File: src/rtl/seven_segment_pkg.sv
// Shared definitions for the seven-segment bus reader: segment patterns,
// FSM states and one-hot helpers.
package seven_segment_pkg;

    localparam logic [6:0] SEG_0     = 7'h7E;
    localparam logic [6:0] SEG_1     = 7'h30;
    localparam logic [6:0] SEG_2     = 7'h6D;
    localparam logic [6:0] SEG_3     = 7'h79;
    localparam logic [6:0] SEG_4     = 7'h33;
    localparam logic [6:0] SEG_5     = 7'h5B;
    localparam logic [6:0] SEG_6     = 7'h5F;
    localparam logic [6:0] SEG_7     = 7'h70;
    localparam logic [6:0] SEG_8     = 7'h7F;
    localparam logic [6:0] SEG_9     = 7'h7B;
    localparam logic [6:0] SEG_BLANK = 7'h00;

    localparam logic [3:0] BCD_INVALID = 4'hF;

    typedef enum logic [1:0] {IDLE, TRACK, HOLD} state_t;

    // Digit enables are zero-extended to 8 bits, the widest supported bus.
    function automatic logic is_onehot(input logic [7:0] v);
        return (v != 8'h00) && ((v & (v - 8'h01)) == 8'h00);
    endfunction

    function automatic logic [2:0] onehot_index(input logic [7:0] v);
        logic [2:0] idx;
        idx = 3'd0;
        for (int i = 0; i < 8; i++) begin
            if (v[i]) idx = 3'(i);
        end
        return idx;
    endfunction

endpackage

File: src/rtl/seg_pattern_decode.sv
// Combinational seven-segment pattern to BCD decoder; blank and unknown
// patterns both yield BCD_INVALID, only unknown ones flag err.
module seg_pattern_decode
    import seven_segment_pkg::*;
(
    input  logic [6:0] pattern,
    output logic [3:0] bcd,
    output logic       err
);

    always_comb begin
        bcd = BCD_INVALID;
        err = 1'b0;
        case (pattern)
            SEG_0:     bcd = 4'd0;
            SEG_1:     bcd = 4'd1;
            SEG_2:     bcd = 4'd2;
            SEG_3:     bcd = 4'd3;
            SEG_4:     bcd = 4'd4;
            SEG_5:     bcd = 4'd5;
            SEG_6:     bcd = 4'd6;
            SEG_7:     bcd = 4'd7;
            SEG_8:     bcd = 4'd8;
            SEG_9:     bcd = 4'd9;
            SEG_BLANK: bcd = BCD_INVALID;
            default:   err = 1'b1;
        endcase
    end

endmodule

File: src/rtl/seven_segment_reader.sv
// Samples a multiplexed seven-segment bus and recovers one BCD value per digit.
// Define SEG_ACTIVE_LOW_EN to invert seg/dig_en at the input (common-anode panels).
module seven_segment_reader
    import seven_segment_pkg::*;
#(
    parameter int NUM_DIGITS    = 4,
    parameter int STABLE_CYCLES = 4
) (
    input  logic                    clk,
    input  logic                    rst_n,
    input  logic [6:0]              seg,
    input  logic [NUM_DIGITS-1:0]   dig_en,
    output logic [4*NUM_DIGITS-1:0] bcd_out,
    output logic [NUM_DIGITS-1:0]   digit_valid,
    output logic [NUM_DIGITS-1:0]   pat_err,
    output logic                    onehot_err,
    output logic                    frame_done
);

    localparam logic [7:0] CNT_TARGET = 8'(STABLE_CYCLES);

    logic [6:0]            seg_in, s_seg, p_seg;
    logic [NUM_DIGITS-1:0] en_in, s_en, p_en;
    logic [7:0]            cnt;
    logic [7:0]            en8;
    logic                  same, en_onehot, en_multi, capture;
    logic [2:0]            cap_idx;
    logic [3:0]            dec_bcd;
    logic                  dec_err;
    logic [NUM_DIGITS-1:0] frame_mask, mask_upd;
    state_t                state, state_nxt;

    always_comb begin
`ifdef SEG_ACTIVE_LOW_EN
        seg_in = ~seg;
        en_in  = ~dig_en;
`else
        seg_in = seg;
        en_in  = dig_en;
`endif
    end

    // Input stage: registered sample plus the previous sample for change detection
    always_ff @(posedge clk) begin
        if (!rst_n) begin
            s_seg <= '0;
            s_en  <= '0;
            p_seg <= '0;
            p_en  <= '0;
            cnt   <= '0;
        end else begin
            s_seg <= seg_in;
            s_en  <= en_in;
            p_seg <= s_seg;
            p_en  <= s_en;
            if (!same)
                cnt <= 8'd1;
            else if (cnt != 8'hFF)
                cnt <= cnt + 8'd1;
        end
    end

    seg_pattern_decode u_dec (
        .pattern (s_seg),
        .bcd     (dec_bcd),
        .err     (dec_err)
    );

    always_comb begin
        en8                 = '0;
        en8[NUM_DIGITS-1:0] = s_en;
        same                = ({s_seg, s_en} == {p_seg, p_en});
        en_onehot           = is_onehot(en8);
        en_multi            = (en8 != 8'h00) && !en_onehot;
        cap_idx             = onehot_index(en8);
    end

    always_comb begin
        state_nxt = state;
        capture   = 1'b0;
        case (state)
            IDLE:  if (en_onehot) state_nxt = TRACK;
            TRACK: begin
                if (!en_onehot) begin
                    state_nxt = IDLE;
                end else if (same && cnt == CNT_TARGET) begin
                    capture   = 1'b1;
                    state_nxt = HOLD;
                end
            end
            HOLD:  if (!same) state_nxt = en_onehot ? TRACK : IDLE;
            default: state_nxt = IDLE;
        endcase
    end

    always_comb begin
        mask_upd = frame_mask;
        for (int i = 0; i < NUM_DIGITS; i++) begin
            if (capture && i == int'(cap_idx)) mask_upd[i] = 1'b1;
        end
    end

    // Capture stage: digit register file, error flags and frame tracking
    always_ff @(posedge clk) begin
        if (!rst_n) begin
            state       <= IDLE;
            bcd_out     <= '0;
            digit_valid <= '0;
            pat_err     <= '0;
            onehot_err  <= 1'b0;
            frame_done  <= 1'b0;
            frame_mask  <= '0;
        end else begin
            state      <= state_nxt;
            frame_done <= 1'b0;
            if (en_multi) onehot_err <= 1'b1;
            if (capture) begin
                for (int i = 0; i < NUM_DIGITS; i++) begin
                    if (i == int'(cap_idx)) begin
                        bcd_out[4*i +: 4] <= dec_bcd;
                        digit_valid[i]    <= 1'b1;
                        pat_err[i]        <= dec_err;
                    end
                end
                if (&mask_upd) begin
                    frame_done <= 1'b1;
                    frame_mask <= '0;
                end else begin
                    frame_mask <= mask_upd;
                end
            end
        end
    end

endmodule

File: config.mk
export PLATFORM = sky130hd
export DESIGN_NAME = seven_segment_reader
export DESIGN_NICKNAME = d
export VERILOG_FILES = /design/src/rtl/seven_segment_pkg.sv /design/src/rtl/seg_pattern_decode.sv /design/src/rtl/seven_segment_reader.sv
export SDC_FILE = /design/constraint.sdc
export NUM_CORES = 1
export LEC_CHECK = 0
export CAP_MARGIN = 25
export CORE_ASPECT_RATIO = 0.6
export CORE_MARGIN = 5
export CORE_UTILIZATION = 55
export CTS_CLUSTER_SIZE = 40
export DETAILED_ROUTE_END_ITERATION = 6
export HOLD_SLACK_MARGIN = 0.1
export PLACE_DENSITY_LB_ADDON = 0.12
export SYNTH_ARGS = -nofsm -noshare
export SYNTH_HDL_FRONTEND = slang
export SYNTH_HIERARCHICAL = 1
export SYNTH_SLANG_ARGS = --single-unit
File: constraint.sdc
create_clock -name clk -period 4.85 [get_ports clk]
set_clock_uncertainty 0.15 [all_clocks]
set_input_delay 0.485 -clock clk [delete_from_list [all_inputs] [get_ports clk]]
set_output_delay 0.485 -clock clk [all_outputs]
set_load 0.02 [all_outputs]
==> flow_summary.json, run 1 <==
{
  "root_buffer": "clkbuf_8",
  "grt_start_max_net_pins": 31,
  "synth_top_area_cell": "dfxtp_1",
  "cp.arrival_ns": 2.88,
  "min_path_type": "register to register",
  "cts_buffer_depth": 2,
  "critPathTopFamily": "compound AO/OA/AOI/OAI gates",
  "p_per_area_nw_per_um2": 318,
  "insertion_delay_ns": 0.34,
  "critPathCaptureType": "register",
  "die_h_um": 65.0,
  "grt_overflow_total": 0,
  "dp_hpwl_mm": 4.31,
  "drt-pass1-iter-count": 4,
  "synth_top_cell_area_share": 0.448,
  "syn_to_final_growth_pct": 19.9,
  "grt_usage": 0.202,
  "cp_slowest_stage_delay_ns": 0.64,
  "portBuffers": 38,
  "yosysUniqueCellTypes": 56,
  "cts_resized": 0,
  "tritoncts": "yes",
  "drive_above_1_share": 0.104,
  "path_cells": "nor2b_1 -> o311a_4 -> o21a_1 -> a31oi_1 -> o221a_2",
  "critical_path_required_ns": 4.93,
  "slew_headroom": 0.330,
  "post_cts_buffers": 0,
  "start_util": 0.557,
  "grt_setup_unrepaired": "false",
  "yosys-top-cells-area": "dfxtp_1 (45%), and2_1 (4.5%), nand4_1 (4.5%)",
  "synthesis.area_um2": 2770,
  "max-cap-violations": 0,
  "vdd_ir_drop_max_uv": 187,
  "detail_route.iter0.violations": 95,
  "cp_num_buf_inv": 0,
  "ys.flop_type": "dfxtp_1",
  "wl_per_cell_um": 15.3,
  "synth-seq-cells": 62,
  "viasPerCell": 5.65,
  "drc": 0,
  "hold_buffers": 0,
  "cp-start-kind": "register",
  "tns_ns": 0,
  "grt_pass1_vias": 2065,
  "slowest_stage": "nor2b_1",
  "grt_pass1_wl_mm": 10.2,
  "setup-violations-final": 0,
  "setup.worst_path.class": "register to register",
  "wl_mm": 6.02,
  "yosys_warnings": 6,
  "rows": 20,
  "design.die.area_um2": 6610,
  "final_hold_viol_count": 0,
  "synth_nets": 306,
  "synth_most_common_cell": "dfxtp_1",
  "io_pins": 39,
  "core_um2": 4980,
  "vias": 2228,
  "syn_area_per_cell_um2": 9.52,
  "grt_antenna_before_repair": 0,
  "yosysSeqAreaShare": 0.448,
  "place_inst": 378,
  "cp_max_fo": 21,
  "period_needed_ns": 2.80,
  "synthArstFlopShare": 0,
  "finalCritPeriodShare": 0.578,
  "outcome": "finished clean",
  "cts_sinks": 62,
  "cts_buffers": 9,
  "nets": 338,
  "max_freq_mhz": 357,
  "gp_congestion": 0.795,
  "worst_pin_slew_ns": 0.998,
  "r2r_slack_ns": 2.05,
  "synth_commonest_cells": "dfxtp_1 (62), a21oi_1 (24), and2_1 (20), nand4_1 (20), nor2_1 (20)",
  "final_max_slew_viol_count": 0,
  "path_clk_slew_ns": 0.06,
  "power_uw": 1060,
  "htree_levels": 3,
  "synth-edff-count": 0,
  "stdcell_count": 394,
  "p_leak_uw": 0.00115,
  "n_antenna_cell": 0,
  "netlist_instances": 291,
  "fp.dieW_um": 102,
  "drtAntennaViolNets": 0
}
## layout by cell type, fill, tap and decap left out, types with 3 or more instances in the layout
master,Yosys,layout
o211ai_1,4,4
nor3_1,4,4
nand3_1,6,6
o21ai_0,17,17
inv_1,6,6
nor2_1,20,20
nand2_1,5,5
clkbuf_8,0,11
o21a_1,4,4
clkinv_2,0,3
a21oi_1,24,24
dfxtp_1,62,62
clkdlybuf4s50_1,0,38
nor2b_1,4,4
and3_1,4,4
a31oi_1,4,4
o2111ai_1,3,3
xnor2_1,14,14
nand4_1,20,20
mux2i_1,5,5
and2_1,20,20
## through the flow
| stage | hold WS, ns | worst slack, ns | utilization | cell area (µm²) |
|---|---|---|---|---|
| 2_1_floorplan | 0.287 | 2.87 | - | 2770 |
| 3_3_place_gp | 0.286 | 2.25 | 0.627 | 3120 |
| 3_5_place_dp | 0.291 | 2.13 | 0.627 | 3120 |
| 4_1_cts | 0.305 | 2.13 | 0.667 | 3320 |
| 5_1_grt | 0.331 | 1.83 | 0.667 | 3320 |
| 6_report | 0.300 | 2.05 | 0.667 | 3320 |
## per-layer routing
| layer | global-route usage | share of wire | up-vias |
|---|---|---|---|
| met5 | 0 | 0 | - |
| met4 | 0.0796 | 0.014 | 0 |
| met3 | 0.0613 | 0.067 | 8 |
| met2 | 0.261 | 0.38 | 64 |
| met1 | 0.305 | 0.54 | 1029 |
| li1 | - | - | 1127 |
## cells by family (layout without fill, tap and decap cells)
family / count (synthesis) / after routing / synth area share
XOR/XNOR: 16 / 16 / 0.0506
AO/OA/AOI/OAI: 74 / 74 / 0.173
AND/OR/NAND/NOR: 105 / 105 / 0.242
adder cells (fa/ha/maj): 3 / 3 / 0.0126
multiplexers: 5 / 5 / 0.0181
flip-flops: 62 / 62 / 0.448
buffers and inverters: 26 / 63 / 0.0555
## worst register-to-register path, delay by kind of cell (launching register included)
family          cells  cell delay (ns)
compound gates      4             1.40
simple gates        1             0.64
flops               1             0.51
## state kept, by name (all words and copies together), names as in the netlist
name         count
s_seg            7
digit_valid      4
bcd_out         16
state            2
frame_mask       4
onehot_err       1
p_seg            7
p_en             4
frame_done       1
pat_err          4
s_en             4
cnt              8
## final cells by class
type	instances	area [µm²]
fill	437	1660
multi-input combinational	203	1380
sequential	62	1240
timing repair buffer	40	395
clock buffer	12	155
tap	66	82.6
clock inverter	4	45.0
inverter	7	26.3
## power by group
group	leakage, µW	internal [µW]	total [µW]	switching (µW)
Clock	0.000106	263	452	189
Combinational	0.000539	32.9	65.8	32.9
Sequential	0.000505	520	539	18.8
Total	0.00115	815	1060	241
## path summary, 6_finish.rpt
path	startpoint	endpoint	cells after the start
worst min register to register	onehot_err	onehot_err	2
worst min-delay path	onehot_err	onehot_err	2
worst max register to register	s_en[3]	frame_mask[3]	5
worst max-delay path	s_en[3]	frame_mask[3]	5
Note: power is estimated with default switching activity, not from simulation.
==> run 2, diff against run 1 <==
--- a/config.mk
+++ b/config.mk
@@ -8,7 +8,7 @@
 export CAP_MARGIN = 25
 export CORE_ASPECT_RATIO = 0.6
 export CORE_MARGIN = 5
-export CORE_UTILIZATION = 55
+export CORE_UTILIZATION = 54
 export CTS_CLUSTER_SIZE = 40
 export DETAILED_ROUTE_END_ITERATION = 6
 export HOLD_SLACK_MARGIN = 0.1
==> constraint.sdc (replaced) <==
create_clock -name clk -period 2.65 [get_ports clk]
set_clock_uncertainty 0.15 [all_clocks]
set_input_delay 0.265 -clock clk [delete_from_list [all_inputs] [get_ports clk]]
set_output_delay 0.265 -clock clk [all_outputs]
set_load 0.02 [all_outputs]
==> flow_summary.json, run 2 (synthesis results as in run 1) <==
{
  "grt_start_max_net_pins": 27,
  "start_util": 0.554,
  "dpl-instance-area_um2": 3200,
  "core_um2": 5000,
  "max_freq_mhz": 438,
  "design_area_um2": 3400,
  "cp.arrival_ns": 2.41,
  "p_switching_uw": 473,
  "critical_path_required_ns": 2.78,
  "nets": 348,
  "period_needed_ns": 2.28,
  "cts_buffer_depth": 2,
  "htree_levels": 3,
  "fin_util": 0.679,
  "tns_ns": 0,
  "syn_to_final_growth_pct": 22.6,
  "cts_sinks": 62,
  "tritoncts": "yes",
  "io_pins": 39,
  "grt_usage": 0.206,
  "wl_per_cell_um": 15.5,
  "grt_pass1_vias": 2128,
  "max-cap-violations": 0,
  "fill_cells": 424,
  "setup-violations-final": 0,
  "final_hold_viol_count": 0,
  "largest-register": "bcd_out",
  "wl_mm": 6.27,
  "final_cell_mix": "dfxtp_1 (62), clkdlybuf4s50_1 (38), a21oi_1 (24)",
  "post_cts_buffers": 0,
  "p_comb_frac": 0.070,
  "ff2ff_path_depth": 8,
  "setup.worst_path.class": "register to register",
  "outcome": "finished clean",
  "final_max_slew_viol_count": 0,
  "insertion_delay_ns": 0.35,
  "drt-pass1-iter-count": 5,
  "finalCritPeriodShare": 0.861,
  "vias": 2290,
  "dp_hpwl_mm": 4.45,
  "place_inst": 388,
  "p_seq_frac": 0.502,
  "drive_above_1_share": 0.130,
  "drtAntennaViolNets": 0,
  "fp.dieW_um": 102,
  "mostFrequentLayoutCell": "dfxtp_1",
  "swShare": 0.242,
  "slew_headroom": 0.678,
  "critPathCaptureType": "register",
  "p_per_area_nw_per_um2": 574,
  "portBuffers": 38,
  "stdcell_count": 404,
  "min_path_type": "register to register",
  "cts_resized": 0,
  "power_uw": 1950,
  "viasPerCell": 5.67,
  "gp_congestion": 0.905,
  "cp_slowest_stage_delay_ns": 0.35,
  "vdd_ir_drop_max_uv": 378,
  "cts_buffers": 9,
  "intPower_uw": 1480,
  "rows": 20,
  "p_leak_uw": 0.00119,
  "cp_max_fo": 16,
  "reg_top3": "bcd_out: 16 flops, cnt: 8 flops",
  "grt_setup_unrepaired": "false",
  "path_cells": "inv_1 -> ha_1 -> nor4b_2 -> and3_1 -> o21a_1 -> buf_4 -> nand4_1 -> a21oi_1",
  "grt_overflow_total": 0,
  "worst_pin_slew_ns": 0.480,
  "n_antenna_cell": 0,
  "root_buffer": "clkbuf_8",
  "drc": 0,
  "whs_path_depth": 2,
  "p_clk_frac": 0.428,
  "design.die.area_um2": 6710,
  "detail_route.iter0.violations": 155,
  "cp-start-kind": "register",
  "hold_buffers": 0,
  "die_h_um": 65.5,
  "largest_reg_flops": 16,
  "slowest_stage": "dfxtp_1",
  "grt_antenna_before_repair": 0,
  "path_clk_slew_ns": 0.07,
  "grt_pass1_wl_mm": 10.4
}
==> run 2: cell count changes in the layout (fill, tap and decap cells not counted) <==
cell	delta
clkinv_2	-2
clkinv_4	+1
clkbuf_8	-1
clkinvlp_4	+2
buf_4	+10
==> run 2: metal layers <==
layer  share of wire  track usage  vias up
li1                -            -     1140
met1            0.50        0.292     1051
met2            0.39        0.277       87
met3           0.083       0.0732       12
met4           0.018       0.0900        0
met5               0            0        -
==> run 2: per-stage QoR <==
stage | setup slack (ns) | hold slack, ns
5_1_grt | 0.132 | 0.329
2_1_floorplan | 0.673 | 0.242
4_1_cts | 0.399 | 0.306
3_3_place_gp | 0.490 | 0.292
6_report | 0.368 | 0.303
3_5_place_dp | 0.428 | 0.298
==> run 2: area by class of cell <==
| type | instances | area, µm² | share of cell area |
|---|---|---|---|
| inverter | 7 | 26.3 | 0.00773 |
| clock buffer | 11 | 141 | 0.0416 |
| timing repair buffer | 50 | 470 | 0.138 |
| sequential | 62 | 1240 | 0.365 |
| multi-input combinational | 203 | 1380 | 0.405 |
| tap | 66 | 82.6 | 0.0243 |
| clock inverter | 5 | 58.8 | 0.0173 |
==> run 2: worst max-delay path, delay by kind of cell (launching register included) <==
family | cells | cell delay, ns
simple gates | 3 | 0.77
compound gates | 2 | 0.45
flops | 1 | 0.35
buf+inv | 2 | 0.35
fa+ha+maj | 1 | 0.14
==> run 2: power by group through the flow <==
stage          clock [µW]  sequential, µW  combinational, µW
2_1_floorplan           0             989                101
3_3_place_gp            0            1000                133
3_5_place_dp            0            1000                135
4_1_cts               855             980                136
5_1_grt               903             983                148
6_report              834             980                137
==> run 2: path summary, 6_finish.rpt <==
path,from,to,slack [ns]
min reg2reg,onehot_err,onehot_err,0.30
max,cnt[1],bcd_out[9],0.37
min,onehot_err,onehot_err,0.30
max reg2reg,cnt[1],bcd_out[9],0.37
==> run 3, diff against run 2 <==
--- a/config.mk
+++ b/config.mk
@@ -6,9 +6,9 @@
 export NUM_CORES = 1
 export LEC_CHECK = 0
 export CAP_MARGIN = 25
-export CORE_ASPECT_RATIO = 0.6
+export CORE_ASPECT_RATIO = 0.8
 export CORE_MARGIN = 5
-export CORE_UTILIZATION = 54
+export CORE_UTILIZATION = 49
 export CTS_CLUSTER_SIZE = 40
 export DETAILED_ROUTE_END_ITERATION = 6
 export HOLD_SLACK_MARGIN = 0.1
==> constraint.sdc (replaced) <==
create_clock -name clk -period 2 [get_ports clk]
set_clock_uncertainty 0.15 [all_clocks]
set_input_delay 0.2 -clock clk [delete_from_list [all_inputs] [get_ports clk]]
set_output_delay 0.2 -clock clk [all_outputs]
set_load 0.02 [all_outputs]
==> flow_summary.json, run 3 (synthesis results as in run 1) <==
{
  "start_util": 0.507,
  "grt_antenna_before_repair": 0,
  "reg2reg_to": "bcd_out[6]",
  "largest_reg_flops": 16,
  "final_max_slew_viol_count": 0,
  "dp_hpwl_mm": 4.41,
  "p_clk_frac": 0.437,
  "insertion_delay_ns": 0.33,
  "gr-usage-met1": 0.256,
  "root_buffer": "clkbuf_8",
  "slew_headroom": 0.622,
  "slowest_stage": "or4b_1",
  "portBuffers": 38,
  "cts_buffers": 9,
  "p_seq_frac": 0.476,
  "swShare": 0.230,
  "wl_mm": 6.18,
  "drive_above_1_share": 0.240,
  "design_area_um2": 3740,
  "p_comb_frac": 0.087,
  "p_leak_uw": 0.00137,
  "final_hold_viol_count": 0,
  "worst_pin_slew_ns": 0.563,
  "multi_input_area_um2": 1440,
  "period_needed_ns": 1.90,
  "nets": 373,
  "syn_to_final_growth_pct": 35.0,
  "cp-start-kind": "register",
  "cp.arrival_ns": 1.97,
  "detail_route.iter0.violations": 121,
  "final_cell_mix": "dfxtp_1 (53), clkdlybuf4s50_1 (38), buf_4 (32)",
  "cpMostUsedCell": "o21bai_1",
  "met2_usage": 0.263,
  "viasPerCell": 5.42,
  "p_switching_uw": 623,
  "r2r-start": "s_seg[5]",
  "hp-start": "seg[5]",
  "fill_cells": 474,
  "ff2ff_path_depth": 7,
  "drt-pass1-iter-count": 4,
  "die_h_um": 77.3,
  "intPower_uw": 2080,
  "use_met3": 0.0577,
  "min_path_type": "input port to register",
  "reg_top3": "bcd_out: 16 flops, cnt: 8 flops",
  "drc": 0,
  "io_pins": 39,
  "grt_overflow_total": 0,
  "core_um2": 5470,
  "grt_start_max_net_pins": 23,
  "finalCritPeriodShare": 0.952,
  "holdPathEnd": "s_seg[5]",
  "ff_latch_area_um2": 1260,
  "p_per_area_nw_per_um2": 724,
  "hold_buffers": 0,
  "r2r_slack_ns": 0.1,
  "vdd_ir_drop_max_uv": 458,
  "fp.dieW_um": 94.1,
  "whs_path_depth": 2,
  "path_cells": "buf_12 -> or4b_1 -> a21oi_2 -> o21bai_1 -> o21bai_1 -> mux2i_1 -> nor2_1",
  "rows": 24,
  "grt_setup_unrepaired": "true",
  "busiest_layer": "met2",
  "cp_slowest_stage_delay_ns": 0.45,
  "grt_pass1_wl_mm": 10.6,
  "max_freq_mhz": 525,
  "fin_util": 0.685,
  "htree_levels": 3,
  "drtAntennaViolNets": 0,
  "cts_sinks": 62,
  "setup-violations-final": 0,
  "vias": 2389,
  "path_clk_slew_ns": 0.07,
  "design.die.area_um2": 7270,
  "cts_buffer_depth": 2,
  "dpl-instance-area_um2": 3440,
  "mostFrequentLayoutCell": "dfxtp_1",
  "tritoncts": "yes",
  "gp_congestion": 0.811,
  "cp_max_fo": 14,
  "wl_per_cell_um": 14.0,
  "setup.worst_path.class": "register to register",
  "grt_usage": 0.180,
  "grt_pass1_vias": 2197,
  "critical_path_required_ns": 2.06,
  "max-cap-violations": 0,
  "n_antenna_cell": 0,
  "critPathCaptureType": "register",
  "largest-register": "bcd_out",
  "outcome": "finished clean",
  "power_uw": 2710
}
## run 3: how the worst max path moves through the flow
stage / slack (ns) / from / endpoint / cells after the start
final: 0.1 / s_seg[5] / bcd_out[6] / 7
after global routing: -0.009 / s_seg[5] / bcd_out[5] / 8
after CTS: 0.002 / s_seg[1] / bcd_out[6] / 7
after detailed placement: -0.05 / s_en[3] / bcd_out[6] / 7
after global placement: 0.009 / s_en[3] / frame_mask[3] / 5
after floorplan: 0.02 / cnt[0] / frame_mask[3] / 8
## run 3: layout make-up
type                            instances  area share
Sequential cell                        62       0.338
Clock inverter                          6      0.0231
Multi-Input combinational cell        203       0.384
Tap cell                               78      0.0261
Clock buffer                           10      0.0341
Timing Repair Buffer                   75       0.188
Inverter                                7     0.00702
## run 3: power groups by stage
stage | combinational (µW) | clock, µW | sequential, µW
3_3_place_gp | 220 | 0 | 1310
5_1_grt | 258 | 1270 | 1290
4_1_cts | 224 | 1210 | 1290
6_report | 236 | 1180 | 1290
2_1_floorplan | 134 | 0 | 1310
3_5_place_dp | 222 | 0 | 1320
## run 3: what timing repair did
item                       CTS  global route
pin swaps                    0             3
buffers inserted             0             0
setup endpoints to repair   10            26
resized for setup            3            26
## run 3: critical path, delay by kind of cell, from the launching register on
kind	cells	cell delay, ns
compound gates	3	0.48
simple gates	2	0.51
buf+inv	1	0.13
flops	1	0.34
mux	1	0.17
## run 3: metal layers
metal / part of all wire / vias up
met3: 0.055 / 6
li1: - / 1195
met2: 0.44 / 63
met5: 0 / -
met4: 0.0089 / 0
met1: 0.50 / 1125
## run 3: through the flow
stage               hold WS (ns)  instances  setup TNS [ns]  setup slack (ns)
floorplan                  0.177        291               0            0.0229
global placement           0.289        425               0           0.00880
detailed placement         0.300        425          -0.214           -0.0485
CTS                        0.272        441               0           0.00195
global route               0.269        441         -0.0173          -0.00862
finish                     0.290        441               0            0.0959
